### config.mk
export PLATFORM = sky130hd
export DESIGN_NAME = legv8_control_fsm
export DESIGN_NICKNAME = d
export VERILOG_FILES = /design/src/rtl/legv8_control_fsm_pkg.sv /design/src/rtl/legv8_cond_eval.sv /design/src/rtl/legv8_control_fsm.sv
export SDC_FILE = /design/constraint.sdc
export NUM_CORES = 1
export LEC_CHECK = 0
export ABC_CLOCK_PERIOD_IN_PS = 3990
export CAP_MARGIN = 20
export CORE_UTILIZATION = 45
export DETAILED_ROUTE_END_ITERATION = 8
export GPL_ROUTABILITY_DRIVEN = 0
export PLACE_DENSITY = 0.93
export SLEW_MARGIN = 20
export SYNTH_ARGS = -nofsm -noshare
export SYNTH_HDL_FRONTEND = slang
export SYNTH_SLANG_ARGS = --single-unit
### constraint.sdc
create_clock -name clock -period 3.99 [get_ports clock]
set_input_delay 0.798 -clock clock [delete_from_list [all_inputs] [get_ports clock]]
set_output_delay 0.798 -clock clock [all_outputs]
set_load 0.01 [all_outputs]
### src/rtl/legv8_control_fsm_pkg.sv
// Shared encodings for the LEGv8 control unit: ALU function codes, PC-select codes,
// opcode constants, FSM state encodings, control-word layout and decode helpers.
package legv8_control_fsm_pkg;

   localparam logic [4:0] FS_AND   = 5'b00000;
   localparam logic [4:0] FS_OR    = 5'b00100;
   localparam logic [4:0] FS_ADD   = 5'b01000;
   localparam logic [4:0] FS_SUB   = 5'b01001;
   localparam logic [4:0] FS_XOR   = 5'b01100;
   localparam logic [4:0] FS_PASSA = 5'b10000;
   localparam logic [4:0] FS_PASSB = 5'b10100;

   localparam logic [1:0] PS_HOLD = 2'b00;
   localparam logic [1:0] PS_INC  = 2'b01;
   localparam logic [1:0] PS_REG  = 2'b10;
   localparam logic [1:0] PS_REL  = 2'b11;

   localparam logic [2:0] ST_FETCH = 3'd0;
   localparam logic [2:0] ST_EXEC  = 3'd1;
   localparam logic [2:0] ST_LOAD2 = 3'd2;
   localparam logic [2:0] ST_CBR2  = 3'd3;
   localparam logic [2:0] ST_HALT  = 3'd4;

   // R- and D-format opcodes live in IR[31:21]
   localparam logic [10:0] OP_ADD  = 11'h458;
   localparam logic [10:0] OP_ADDS = 11'h558;
   localparam logic [10:0] OP_SUB  = 11'h658;
   localparam logic [10:0] OP_SUBS = 11'h758;
   localparam logic [10:0] OP_AND  = 11'h450;
   localparam logic [10:0] OP_ANDS = 11'h750;
   localparam logic [10:0] OP_ORR  = 11'h550;
   localparam logic [10:0] OP_EOR  = 11'h650;
   localparam logic [10:0] OP_LDUR = 11'h7C2;
   localparam logic [10:0] OP_STUR = 11'h7C0;
   localparam logic [10:0] OP_BR   = 11'h6B0;

   // I-format opcodes live in IR[31:22]
   localparam logic [9:0] OP_ADDI = 10'h244;
   localparam logic [9:0] OP_SUBI = 10'h344;
   localparam logic [9:0] OP_ANDI = 10'h248;
   localparam logic [9:0] OP_ORRI = 10'h2C8;
   localparam logic [9:0] OP_EORI = 10'h348;

   localparam logic [8:0] OP_MOVZ  = 9'h1A5;
   localparam logic [7:0] OP_BCOND = 8'h54;
   localparam logic [7:0] OP_CBZ   = 8'hB4;
   localparam logic [7:0] OP_CBNZ  = 8'hB5;
   localparam logic [5:0] OP_B     = 6'h05;
   localparam logic [5:0] OP_BL    = 6'h25;

   typedef struct packed {
      logic       en_pc;
      logic       en_mem;
      logic       en_alu;
      logic       pc_sel;
      logic       b_sel;
      logic       sl;
      logic       wm;
      logic       wr;
      logic [1:0] ps;
      logic [4:0] fs;
      logic [4:0] sb;
      logic [4:0] sa;
      logic [4:0] da;
   } ctrl_t;

   typedef enum logic [3:0] {
      CLS_NONE,
      CLS_RTYPE,
      CLS_ITYPE,
      CLS_MOVZ,
      CLS_LDUR,
      CLS_STUR,
      CLS_B,
      CLS_BL,
      CLS_BR,
      CLS_BCOND,
      CLS_CBZ,
      CLS_CBNZ
   } iclass_t;

   // Opcode fields of different widths never alias, so the check order is arbitrary.
   function automatic iclass_t classify(input logic [31:0] ir);
      iclass_t cls;
      cls = CLS_NONE;
      case (ir[31:21])
         OP_ADD, OP_ADDS, OP_SUB, OP_SUBS,
         OP_AND, OP_ANDS, OP_ORR, OP_EOR: cls = CLS_RTYPE;
         OP_LDUR:                         cls = CLS_LDUR;
         OP_STUR:                         cls = CLS_STUR;
         OP_BR:                           cls = CLS_BR;
         default:                         cls = CLS_NONE;
      endcase
      if (cls == CLS_NONE) begin
         case (ir[31:22])
            OP_ADDI, OP_SUBI, OP_ANDI, OP_ORRI, OP_EORI: cls = CLS_ITYPE;
            default:                                     cls = CLS_NONE;
         endcase
      end
      if (cls == CLS_NONE) begin
         if (ir[31:23] == OP_MOVZ)       cls = CLS_MOVZ;
         else if (ir[31:24] == OP_BCOND) cls = CLS_BCOND;
         else if (ir[31:24] == OP_CBZ)   cls = CLS_CBZ;
         else if (ir[31:24] == OP_CBNZ)  cls = CLS_CBNZ;
         else if (ir[31:26] == OP_B)     cls = CLS_B;
         else if (ir[31:26] == OP_BL)    cls = CLS_BL;
      end
      return cls;
   endfunction

   function automatic logic [4:0] r_fs(input logic [10:0] op);
      case (op)
         OP_ADD, OP_ADDS: r_fs = FS_ADD;
         OP_SUB, OP_SUBS: r_fs = FS_SUB;
         OP_AND, OP_ANDS: r_fs = FS_AND;
         OP_ORR:          r_fs = FS_OR;
         OP_EOR:          r_fs = FS_XOR;
         default:         r_fs = FS_ADD;
      endcase
   endfunction

   function automatic logic [4:0] i_fs(input logic [9:0] op);
      case (op)
         OP_ADDI: i_fs = FS_ADD;
         OP_SUBI: i_fs = FS_SUB;
         OP_ANDI: i_fs = FS_AND;
         OP_ORRI: i_fs = FS_OR;
         OP_EORI: i_fs = FS_XOR;
         default: i_fs = FS_ADD;
      endcase
   endfunction

   // Flag-setting forms are matched explicitly: ORR shares IR[29]=1 with the S forms.
   function automatic logic r_sets_flags(input logic [10:0] op);
      return (op == OP_ADDS) || (op == OP_SUBS) || (op == OP_ANDS);
   endfunction

endpackage

### src/rtl/legv8_cond_eval.sv
// B.cond evaluator: 4-bit condition code plus registered {V,C,N,Z} -> taken.
module legv8_cond_eval
   import legv8_control_fsm_pkg::*;
(
   input  logic [3:0] cond,
   input  logic [3:0] flags,
   output logic       taken
);

   logic v, c, n, z;
   logic base;

   assign v = flags[3];
   assign c = flags[2];
   assign n = flags[1];
   assign z = flags[0];

   // NOTE: every variable written in always_comb gets a default first, so no path leaves it holding its old value (a latch).
   always_comb begin
      base = 1'b0;
      case (cond[3:1])
         3'b000: base = z;
         3'b001: base = c;
         3'b010: base = n;
         3'b011: base = v;
         3'b100: base = c & ~z;
         3'b101: base = (n == v);
         3'b110: base = (n == v) & ~z;
         3'b111: base = 1'b1;
         default: base = 1'b0;
      endcase
   end

   // Odd codes invert their even partner; NV (1111) stays always-taken like AL.
   assign taken = (cond[0] && (cond != 4'hF)) ? ~base : base;

endmodule

### src/rtl/legv8_control_fsm.sv
// Multi-cycle LEGv8 control unit: latches the instruction, decodes it and sequences
// the datapath through FETCH / EXEC / LOAD2 / CBR2 / HALT.
module legv8_control_fsm
   import legv8_control_fsm_pkg::*;
#(
   parameter logic [4:0] LINK_REG = 5'd30
) (
   input  logic        clock,
   input  logic        reset,
   input  logic [31:0] instruction,
   input  logic [4:0]  status,
   output logic [29:0] control_word,
   output logic [63:0] constant,
   output logic        halted
);

   logic [2:0]  state_q, state_d;
   logic [31:0] ir_q, ir_d;
   logic        cbr_zero_q, cbr_zero_d;

   iclass_t     cls;
   ctrl_t       ctrl;
   logic [63:0] const_val;
   logic        halt_val;
   logic        bcond_taken;
   logic        cbr_taken;

   logic [4:0]  rd, rn, rm;
   logic [63:0] imm9_sx, imm12_zx, imm16_sh, imm19_sx, imm26_sx;

   assign rd  = ir_q[4:0];
   assign rn  = ir_q[9:5];
   assign rm  = ir_q[20:16];
   assign cls = classify(ir_q);

   assign imm9_sx  = {{55{ir_q[20]}}, ir_q[20:12]};
   assign imm12_zx = {52'd0, ir_q[21:10]};
   assign imm16_sh = {48'd0, ir_q[20:5]} << {ir_q[22:21], 4'b0000};
   assign imm19_sx = {{45{ir_q[23]}}, ir_q[23:5]};
   assign imm26_sx = {{38{ir_q[25]}}, ir_q[25:0]};

   legv8_cond_eval u_cond_eval (
      .cond  (ir_q[3:0]),
      .flags (status[4:1]),
      .taken (bcond_taken)
   );

   // The CB decision uses the zero flag captured at the end of EXEC, never the live ALU zero.
   assign cbr_taken = (cls == CLS_CBNZ) ? ~cbr_zero_q : cbr_zero_q;

   always_comb begin
      state_d    = state_q;
      ir_d       = ir_q;
      cbr_zero_d = cbr_zero_q;
      ctrl       = '0;
      const_val  = '0;
      halt_val   = 1'b0;

      case (state_q)
         ST_FETCH: begin
            ir_d    = instruction;
            state_d = ST_EXEC;
         end

         ST_EXEC: begin
            state_d = ST_FETCH;
            case (cls)
               CLS_RTYPE: begin
                  ctrl.en_alu = 1'b1;
                  ctrl.wr     = 1'b1;
                  ctrl.ps     = PS_INC;
                  ctrl.fs     = r_fs(ir_q[31:21]);
                  ctrl.sl     = r_sets_flags(ir_q[31:21]);
                  ctrl.sa     = rn;
                  ctrl.sb     = rm;
                  ctrl.da     = rd;
               end
               CLS_ITYPE: begin
                  ctrl.en_alu = 1'b1;
                  ctrl.wr     = 1'b1;
                  ctrl.b_sel  = 1'b1;
                  ctrl.ps     = PS_INC;
                  ctrl.fs     = i_fs(ir_q[31:22]);
                  ctrl.sa     = rn;
                  ctrl.da     = rd;
                  const_val   = imm12_zx;
               end
               CLS_MOVZ: begin
                  ctrl.en_alu = 1'b1;
                  ctrl.wr     = 1'b1;
                  ctrl.b_sel  = 1'b1;
                  ctrl.ps     = PS_INC;
                  ctrl.fs     = FS_PASSB;
                  ctrl.da     = rd;
                  const_val   = imm16_sh;
               end
               CLS_LDUR: begin
                  ctrl.b_sel = 1'b1;
                  ctrl.fs    = FS_ADD;
                  ctrl.sa    = rn;
                  ctrl.ps    = PS_HOLD;
                  const_val  = imm9_sx;
                  state_d    = ST_LOAD2;
               end
               CLS_STUR: begin
                  ctrl.b_sel = 1'b1;
                  ctrl.fs    = FS_ADD;
                  ctrl.sa    = rn;
                  ctrl.sb    = rd;
                  ctrl.wm    = 1'b1;
                  ctrl.ps    = PS_INC;
                  const_val  = imm9_sx;
               end
               CLS_B: begin
                  ctrl.ps   = PS_REL;
                  const_val = imm26_sx;
               end
               CLS_BL: begin
                  ctrl.ps    = PS_REL;
                  ctrl.en_pc = 1'b1;
                  ctrl.wr    = 1'b1;
                  ctrl.da    = LINK_REG;
                  const_val  = imm26_sx;
               end
               CLS_BR: begin
                  ctrl.sa = rn;
                  ctrl.ps = PS_REG;
               end
               CLS_BCOND: begin
                  ctrl.ps   = bcond_taken ? PS_REL : PS_INC;
                  const_val = imm19_sx;
               end
               CLS_CBZ, CLS_CBNZ: begin
                  ctrl.sa    = rd;
                  ctrl.fs    = FS_PASSA;
                  ctrl.ps    = PS_HOLD;
                  cbr_zero_d = status[0];
                  state_d    = ST_CBR2;
               end
               default: state_d = ST_HALT;
            endcase
         end

         ST_LOAD2: begin
            // Address fields stay stable so the memory output remains valid for write-back.
            ctrl.b_sel  = 1'b1;
            ctrl.fs     = FS_ADD;
            ctrl.sa     = rn;
            ctrl.en_mem = 1'b1;
            ctrl.wr     = 1'b1;
            ctrl.da     = rd;
            ctrl.ps     = PS_INC;
            const_val   = imm9_sx;
            state_d     = ST_FETCH;
         end

         ST_CBR2: begin
            ctrl.ps   = cbr_taken ? PS_REL : PS_INC;
            const_val = imm19_sx;
            state_d   = ST_FETCH;
         end

         ST_HALT: halt_val = 1'b1;

         default: state_d = ST_FETCH;
      endcase

      // Reset masks the outputs in the same cycle so no partial write can complete.
      if (reset) begin
         ctrl      = '0;
         const_val = '0;
         halt_val  = 1'b0;
      end
   end

   assign control_word = ctrl;
   assign constant     = const_val;
   assign halted       = halt_val;

   // NOTE: state registers use non-blocking assignments so every flop samples pre-edge values.
   always_ff @(posedge clock) begin
      if (reset) begin
         state_q    <= ST_FETCH;
         ir_q       <= '0;
         cbr_zero_q <= 1'b0;
      end else begin
         state_q    <= state_d;
         ir_q       <= ir_d;
         cbr_zero_q <= cbr_zero_d;
      end
   end

endmodule

---- Word level (Yosys, flattened, before mapping) ----
Index checks and enable logic that the tools add are counted.
Widths: inputs -> output; s select.
storage, ports and cells
  bits of input ports ..................... 39
  output and inout bits ................... 95
  register bits after elaboration ......... 36
  word-level logic and storage cells ...... 122
cells by class
  shift operators ......................... 1
  bitwise logic cells ..................... 5
  multiplexer cells ....................... 46
  reductions and logical operators ........ 21
  equality and inequality tests ........... 46
operators with widths
  operator              number
  $pmux 64 s5           1
  $pmux 64 s3           1
  $eq 11x11->1 const B  11
  $mux 64               1
  $shl 16x6->64         1
  $eq 10x10->1 const B  5
  $pmux 4 s4            3
  $pmux 5 s2            4
  $mux 4                8
  $mux 30               1
  $pmux 5 s5            1
  $pmux 10 s2           1
  $pmux 3 s3            2
  $eq 4x3->1 const B    4
  $eq 4x4->1 const B    4
  $eq 8x8->1 const B    2
  $reduce_or 8->1       2
  $eq 3x3->1 const B    5
  $mux 1                13
  $eq 3x2->1 const B    4
  $reduce_or 4->1       3
  $reduce_or 2->1       5
  $reduce_or 5->1       2
  $eq 9x9->1 const B    1
  other kinds (22)      34

---- Depth between registers and ports, before layout ----
  depth in word-level cells ............... 17
  depth in mapped cells ................... 10
  gate-level depth less buffers ........... 6

---- By module ----
A second synthesis with hierarchy kept.
unflattened totals
  cells, all modules ...................... 558
  area total of the unflattened synthesis .. 3833.7 sq um
by module, submodules not included
  module             cells each  sequential area each (sq um)  area an instance (sq um)  times used
  legv8_control_fsm  540         720.7                         3717.3                    1
  legv8_cond_eval    18          0.0                           116.4                     1

---- Least setup slack after synthesis ----
No wires, ideal clock.
  path kind ............................... input to output
  start ................................... input reset
  end ..................................... output control_word[22]
  data required time ...................... 3192 ps
  cell stages on the path ................. 4
  buffers on the path ..................... 1
  path slack .............................. 1145 ps
  arrival ................................. 2047 ps
  path through ............................ or3_1 buf_2 a311oi_2 or2_1
on the way
  cells in the longest elaborated chain, start to end .. 1
RTL lines
  item         line                      text
  from (decl)  legv8_control_fsm.sv:9    input logic reset,
  $mux 30      legv8_control_fsm.sv:169  if (reset) begin
  to (decl)    legv8_control_fsm.sv:12   output logic [29:0] control_word,
Every way passes these cells.

---- Worst setup path after layout ----
  start ................................... input reset
  end ..................................... output constant[10]
on the way
  cells in the longest elaborated chain, start to end .. 1
RTL lines
  item       line                      text
  $mux 64    legv8_control_fsm.sv:169
  to (decl)  legv8_control_fsm.sv:13   output logic [63:0] constant,
Every way passes these cells.

==> metrics <==
period utilization 96.4%; FILL cells 639; peak supply drop 0.222 mV; CTS root buf clkbuf_8; clk sink count 36; Mapped Area 3670 µm²; post-detailed-route wirelength per cell 18.9 µm; Slew Limit Fails 0; #FFs+latches synth 36; Commonest cells post-synth nand2_1, a21oi_1, clkbuf_1, dfxtp_1, o21ai_0; Setup-failing EPs final 0; Yosys top cell by area dfxtp_1; GR Overflow Total 0; Clock Latency Late Sink 0.30 ns; Cells after Synth 530; pin count of the biggest net entering global routing 58; Min-Delay Path Class register to register; CP most frequent cell clkdlybuf4s50_1; crit end category primary output; RSZ-0062 raised after global routing false; Seq/Total Area, Yosys 19.6%; ys flop type dfxtp_1; Ys Warns 0; dpl cells 711; die height 92.4 µm; clk buf depth 2; Die Area 8530 µm²; CTS tree yes; share of cells above drive strength 1 11.4%; Tightest Pin Transition 1.08 ns; synthesis-to-layout area growth 39.0%; nets 660; total global-route track usage 30.8%; PwrDens 230 nW/µm²; Worst Path Max Fanout 57; post-synthesis async set-or-reset flop share 0%; Combinational Power Share 27.6%; Hold Fails Final Rpt 0; crit path DAT 3.05 ns; first-pass GRT wire length 21,000 µm; Non-Filler Instances 724; 1st-pass router iterations 7; Worst-path clk slew 0.07 ns; Ant. Diodes 0; Switching Power 451 µW; IO Port Bufs 131; Internal 726 µW; clock power share 27.4%; top-count cell post-synth nand2_1; starting density of the core 47.1%; DR vias 4,677; core box area 7810 µm²; Post-synth EDFFs 0; Synth top area share 19.6%; drt via density 6.46; H-tree depth 2; Min Clock Period, post-route 3.85 ns; Die W 92.4 µm; initial antenna violation count 0; status finished, final reports clean; Inserted Clock Buffers 5; sw frac 38.3%; CP delay by family, top buffers and inverters; Area after DPL 4930 µm²; Slew headroom 27.9%; post-route cell area 5110 µm²; initial drt markers 717; Reg power frac 45.0%; multi-input logic area 2630 µm²; Setup TNS Final 0 ns; critical path class input port to primary output; Crit path required time 3.19 ns; # hold bufs at CTS 0; maxcap violations 0; num ports 134; Fmax 260 MHz; FP Rows 32; slowest stage delay, CP 0.63 ns; DRC 0; register area 724 µm²; post-DP HPWL 9370 µm; clk_skew 0.0111 ns; final WL 13,700 µm; Avg Inst Size Synth 6.93 µm²; library cells used by synthesis 64; Startpoint Class input port; Post-DRT Antenna Nets 0; vias in the first global route 4,304; Synth area leaders dfxtp_1, a21oi_1, nand2_1; WP buf/inv 3; Crit-path slowest cell or3_2; worst path cell trace clkdlybuf4s50_1, or3_2, buf_6, a21oi_1, clkdlybuf4s50_1; Lkg Pwr 1.83 nW
==> worst paths after layout <==
path / slack, ns / to / from / depth (start not counted)
setup / recovery: 0.14 / constant[10] / reset / 5
setup reg to reg: 1.99 / state_q[2] / ir_q[25] / 5
hold / removal: 0.54 / cbr_zero_q / cbr_zero_q / 2
hold reg to reg: 0.54 / cbr_zero_q / cbr_zero_q / 2
==> through the flow <==
stage / hold slack [ns] / setup WS, ns / total power, mW / utilization, %
2_1_floorplan: 0.474 / 1.14 / 0.719 / -
3_3_place_gp: 0.500 / 0.142 / 0.822 / 63.2
3_5_place_dp: 0.515 / 0.120 / 0.839 / 63.2
4_1_cts: 0.545 / 0.102 / 1.15 / 64.6
5_1_grt: 0.577 / 0.0107 / 1.22 / 65.4
6_report: 0.540 / 0.144 / 1.18 / 65.4
==> cells by family after synthesis <==
family          share of synthesized area (%)
flops                                    19.6
xor+xnor                                0.953
compound gates                           42.5
simple gates                             24.3
other cells                             0.102
buf+inv                                  9.77
mux                                      2.72
==> power groups by stage <==
stage / combinational, mW / sequential, mW / clock (mW)
2_1_floorplan: 0.291 / 0.428 / 0
5_1_grt: 0.353 / 0.532 / 0.339
3_5_place_dp: 0.311 / 0.528 / 0
4_1_cts: 0.312 / 0.520 / 0.321
3_3_place_gp: 0.299 / 0.524 / 0
6_report: 0.325 / 0.529 / 0.322
==> layer usage <==
metal / global-route usage, % / wire length [µm] / vias up
met4: 18.2 / 650 / 0
li1: - / - / 2111
met2: 49.4 / 6330 / 392
met5: 0 / 0 / -
met3: 4.11 / 1640 / 74
met1: 39.2 / 5090 / 2100
==> cell usage in the layout (no fill, tap or decap), types with 4 or more instances in the layout <==
master,instances
a21o_1,9
a21oi_1,80
a21oi_2,11
a221o_1,18
a221oi_1,13
a22o_1,10
and2_1,7
buf_4,22
clkbuf_8,5
clkdlybuf4s50_1,131
dfxtp_1,33
inv_1,4
mux2i_1,10
nand2_1,81
nand3_1,6
nor2_1,28
nor3_1,6
o21a_1,8
o21ai_0,31
o21ai_1,26
o22ai_1,7
or3_1,5
xor2_1,4
==> area by class of cell <==
class / count / share of cell area, %
clock buffers: 6 / 1.42
clock inverters: 2 / 0.686
inverters: 4 / 0.294
multi-input cells: 419 / 51.4
flip-flops and latches: 36 / 14.2
well taps: 102 / 2.50
repair buffers: 155 / 29.5
==> worst min-delay path, delay by kind of cell, from the launching register on <==
| family | cells | cell delay [ns] |
|---|---|---|
| simple gates | 1 | 0.07 |
| flops | 1 | 0.35 |
| mux | 1 | 0.08 |
==> state kept, by name (all words and copies together), names as in the netlist <==
| name | cells |
|---|---|
| cbr_zero_q | 1 |
| ir_q | 32 |
| state_q | 3 |
==> repair_timing <==
| action | CTS | global route |
|---|---|---|
| setup endpoints to repair | 0 | 20 |
| resized for setup | 0 | 7 |
| setup buffers | 0 | 5 |
Note: power is estimated with default switching activity, not from simulation.
